### src/rtl/operand_loader.sv
// operand_loader: collects A then B bytes via synchronised strobe edges and offers the pair on op_valid/op_ready, with overrun flag and pair_count
module operand_loader #(
  parameter int WIDTH = 8,
  parameter int SYNC_STAGES = 2,
  parameter int CNT_WIDTH = 4
) (
  input  logic                 clk,
  input  logic                 rst,
  input  logic [WIDTH-1:0]     data_in,
  input  logic                 strobe,
  input  logic                 clear,
  input  logic                 op_ready,
  output logic                 op_valid,
  output logic [WIDTH-1:0]     op_a,
  output logic [WIDTH-1:0]     op_b,
  output logic                 overrun,
  output logic [CNT_WIDTH-1:0] pair_count
);
  typedef enum logic [1:0] {EMPTY, HAVE_A, FULL} state_t;
  state_t state, state_n;
  logic [SYNC_STAGES-1:0] s_sh;
  logic s_prev, stb_edge, done, load_a, load_b, drop;
  assign stb_edge = s_sh[SYNC_STAGES-1] & ~s_prev;
  assign op_valid = state == FULL;
  always_comb begin
    done = state == FULL && op_ready;
    load_a = !clear && stb_edge && (state == EMPTY || done);
    load_b = !clear && stb_edge && state == HAVE_A;
    drop = !clear && stb_edge && state == FULL && !op_ready;
    state_n = clear ? EMPTY :
              load_a ? HAVE_A :
              load_b ? FULL :
              done ? EMPTY : state;
  end
  always_ff @(posedge clk) begin
    if (rst) begin
      state <= EMPTY;
      s_sh <= '0;
      s_prev <= 1'b0;
      op_a <= '0;
      op_b <= '0;
      overrun <= 1'b0;
      pair_count <= '0;
    end else begin
      s_sh[0] <= strobe;
      for (int i = 1; i < SYNC_STAGES; i++) s_sh[i] <= s_sh[i-1];
      s_prev <= s_sh[SYNC_STAGES-1];
      state <= state_n;
      if (load_a) op_a <= data_in;
      if (load_b) op_b <= data_in;
      overrun <= clear ? 1'b0 : overrun | drop;
      pair_count <= pair_count + CNT_WIDTH'(done);
    end
  end
endmodule

### config.mk
export PLATFORM = sky130hd
export DESIGN_NAME = operand_loader
export DESIGN_NICKNAME = d
export VERILOG_FILES = /design/src/rtl/operand_loader.sv
export SDC_FILE = /design/constraint.sdc
export NUM_CORES = 1
export LEC_CHECK = 0
export CORE_MARGIN = 5
export CORE_UTILIZATION = 45
export DETAILED_ROUTE_END_ITERATION = 10
export PLACE_DENSITY = 0.84
export RECOVER_POWER = 25
export REMOVE_ABC_BUFFERS = 1
export SYNTH_ARGS = -nofsm -noshare
export SYNTH_HDL_FRONTEND = slang
export SYNTH_SLANG_ARGS = --single-unit
### constraint.sdc
create_clock -name clk -period 3.8 [get_ports clk]
set_input_delay 0.76 -clock clk [delete_from_list [all_inputs] [get_ports clk]]
set_output_delay 0.76 -clock clk [all_outputs]
set_load 0.05 [all_outputs]
# Word-level counts from Yosys, hierarchy flattened

Cells that the tools add are included.

Output and inout bits: 22
Word-level logic and storage cells: 31
Flip-flop bits (word level): 26
Input port bits: 13

Eq/ne operators: 2
Add/subtract/negate cells: 1
Bitwise operators: 3
Reduce and logical (&&, ||, !) cells: 14
Mux-type cells: 3

Operator list:

| operator           | count |
|---|---|
| $logic_and 1x1->1  | 6 |
| $add 4x1->4        | 1 |
| $mux 2             | 2 |
| $reduce_bool 3->1  | 1 |
| $reduce_or 3->1    | 1 |
| $eq 2x1->1 const B | 1 |
| $eq 2x2->1 const B | 1 |
| $logic_not 1->1    | 2 |
| $logic_not 2->1    | 1 |
| $reduce_bool 2->1  | 1 |
| $reduce_or 2->1    | 1 |
| $and 1x1->1        | 1 |
| $logic_or 1x1->1   | 1 |
| $mux 1             | 1 |
| $not 1->1          | 1 |
| $or 1x1->1         | 1 |

# Logic depth before layout (Yosys ltp)

Depth after elaboration: 6
Mapped depth: 6
Gate-level depth less buffers: 6

# Worst setup path before layout

OpenSTA, ideal clock, no wires.

Path type: flip-flop to flip-flop
Start point: register state[1]
End point: register pair_count[1]
Required time: 3.673 ns
Path slack: 1.812 ns
Library setup time: 0.127 ns
Cell stages (with the launch flop): 6
Arrival time: 1.861 ns
Buffers on the path: 0
Clock period less this slack: 1.988 ns
Path through: dfxtp_1 > nor2b_1 > and2_1 > ha_1 > ha_1 > nor2b_1

Word-level cells in the longest chain between the ends: 3

Ends and longest elaborated chain:

| what                   | RTL line | RTL |
|---|---|---|
| from (decl)            | 20       | `state_t state, state_n;` |
| from (signal assigned) | 48       | `state <= state_n;` |
| $eq 2x2->1             | -        |  |
| via op_valid           | 13       | `output logic op_valid,` |
| $logic_and 1x1->1      | 26       | `done = state == FULL && op_ready;` |
| $add 4x1->4            | 52       | `pair_count <= pair_count + CNT_WIDTH'(done);` |
| to (signal assigned)   | 52       |  |
| to (decl)              | 17       | `output logic [CNT_WIDTH-1:0] pair_count` |

The timed path passes the listed nets, and every way through them passes these cells.
A chain may end at the register's enable or synchronous reset.

# Worst setup path after layout

Start point: register state[1]
End point: output port op_valid

Word-level cells in the longest chain between the ends: 1

Ends and longest elaborated chain:

| what       | RTL line | RTL |
|---|---|---|
| $eq 2x2->1 | 24       | `assign op_valid = state == FULL;` |
| to (decl)  | 13       |  |

No other way between the ends.

==> out/metrics.yaml <==
coreArea_mm2: 0.002233
vias: 750
grt_max_degree: 33
slew_viol_final: 0
ant_nets: 0
power.net_switching_mw: 0.09263
viasPerCell: 4.717
clk_pin_slew_ns: 0.12
routed_wirelength_um: 1932
critPathCaptureType: "primary output"
required_ns: 3.04
post_synth.cell_area_avg_um2: 10.61
period_minus_slack_ns: 2.531
yosys.area_share.adder_pct: 2.358
synth_top_family_by_area: "simple AND/OR/NAND/NOR gates"
crit_path_max_fanout: 6
fin_worst_skew_ns: 0.007435
track_usage_pct: 11.94
peakVddDrop_uv: 229.2
ctsHoldBuffers: 0
synth.top_cell.area_share_pct: 49.06
synthMuxAreaShare_pct: 15.09
maxCapViolCount: 0
synthDistinctLibCells: 20
dieArea_mm2: 0.003429
relSlewSlack_pct: 46.32
setup_tns_ns: 0
place_hpwl_um: 1486
start_util_pct: 47.51
ys_seq_elements: 26
switching_share_pct: 21.67
cts_tree: "yes"
yosys.area.top_type: "dfxtp_1"
hold_class: "register to register"
clock_tree.root_cell: "clkbuf_4"
arrival_ns: 1.77
antenna_found_initial: 0
first_global_vias: 745
drt_first_pass_iters: 4
crit_type: "register to primary output"
ys_top_cells_by_area: "dfxtp_1 (49%), mux2i_1 (15%), nand2b_1 (14%), nor2b_1 (4.7%), ha_1 (2.4%)"
postCtsSetupBuffers: 0
fin_util_pct: 63.92
max_freq_ghz: 0.3951
cts_sinks: 26
htreeDepth: 1
gp_congestion: 0.6905
area.growth.synth_to_final_pct: 34.55
syn_inst: 100
drtIter0Drc: 6
drive_above_1_share_pct: 3.053
tightest_slew_ns: 0.8025
p_int_mw: 0.3347
die_h_um: 58.56
clkPwrFrac_pct: 25.7
outcome: "finished, final reports clean"
ios: 35
grt_overflow: 0
leakagePower_nw: 0.5538
wl_per_cell_um: 12.15
setup-violations-final: 0
numCtsBuffers: 3
finalNetCount: 148
synth_compound_area_share_pct: 3.302
ys_seq_area_share_pct: 49.06
synth-simple-area-share_pct: 26.06
drc: 0
rsz0062_at_grt: "false"
cts_buffer_depth: 2
synth_xor_area_share_pct: 1.651
cp-start-kind: "register"
die_x_um: 58.56
hold_violations: 0
seqPwrFrac_pct: 65.0
power_mw: 0.4273
finalCritPeriodShare_pct: 66.61
yosysWarningCount: 0
powerDensity_mw_per_mm2: 299.3
n_antenna_cell: 0
grt_pass1_wl_um: 3194
cts_resized: 0
insertion_delay_ns: 0.31
combPwrFrac_pct: 9.3
port_buffers: 34
row_count: 17
syn-cell-area_mm2: 0.001061
## placed cells by master, fill, tap and decap left out, drive strengths merged
cell type      Yosys  routed
mux2i             16      16
ha                 2       2
clkdlybuf4s50      0      32
a21boi             1       1
o21ai              1       1
clkbuf             3       3
or3                1       1
nor2               3       3
o21a               3       3
xor2               1       1
dfxtp             26      26
dlygate4sd3        0       2
nor2b              8       8
xnor2              1       1
nor3               1       1
nand2b            24      24
or3b               2       2
nand3              1       1
nor3b              2       2
and2               1       1
## worst paths after layout
| path | startpoint | end | slack (ns) | cells after the start |
|---|---|---|---|---|
| worst max-delay path | state[1] | op_valid | 1.27 | 2 |
| worst min-delay path | s_sh[0] | s_sh[1] | 0.45 | 1 |
| worst max register to register | s_sh[1] | op_b[1] | 1.95 | 3 |
| worst min register to register | s_sh[0] | s_sh[1] | 0.45 | 1 |
## synth_stat cells
cell and instances:
a21boi_0 1, and2_1 1, buf_2 3, clkbuf_1 3, dfxtp_1 26, ha_1 2, mux2i_1 16, nand2b_1 24
nand3_1 1, nor2_1 3, nor2b_1 8, nor3_2 1, nor3b_1 1, nor3b_2 1, o21a_1 3, o21ai_0 1
or3_1 1, or3b_1 2, xnor2_1 1, xor2_1 1
## power by group through the flow
stage,combinational [mW],clock [mW],sequential [mW]
finish,0.0399,0.110,0.278
global placement,0.0403,0,0.284
floorplan,0.0126,0,0.290
detailed placement,0.0408,0,0.284
global route,0.0429,0.124,0.278
CTS,0.0410,0.115,0.278
## registers in the layout (all words and copies together) (netlist names)
name / cells
op_a: 8
op_b: 8
overrun: 1
pair_count: 4
s_prev: 1
s_sh: 2
state: 2
## critical path: stages, from the launching register on
cell and delay, ns:
dfxtp_1 0.42, nor2b_1 0.22, clkdlybuf4s50_1 0.83
## layer usage
metal | up-vias | GRT usage, % | wire length, um
li1 | 392 | - | -
met1 | 331 | 13.79 | 865
met2 | 25 | 20.73 | 893
met3 | 2 | 3.070 | 157
met4 | 0 | 4.967 | 14
met5 | - | 0 | 0
## logic make-up (layout without fill, tap and decap cells)
kind of cell,count (synthesis),after routing
multiplexers,16,16
buffers and inverters,6,37
AO/OA/AOI/OAI,5,5
AND/OR/NAND/NOR,43,43
XOR/XNOR,2,2
flip-flops,26,26
adder cells (fa/ha/maj),2,2
## layout make-up
type / instances / area, um2
clock buffers: 3 / 22.52
fillers: 185 / 805.8
multi-input cells: 68 / 509.2
flip-flops and latches: 26 / 520.5
well taps: 28 / 35.03
repair buffers: 34 / 340.3
## stage by stage
step	setup slack (ns)	hold WS [ns]	instances	cell area, um2
CTS	1.221	0.4567	159	1433
global route	1.178	0.4659	159	1428
floorplan	1.825	0.4138	94	1035
detailed placement	1.335	0.4278	156	1410
finish	1.269	0.4516	159	1428
global placement	1.379	0.4182	156	1410
Note: power is estimated with default switching activity, not from simulation.
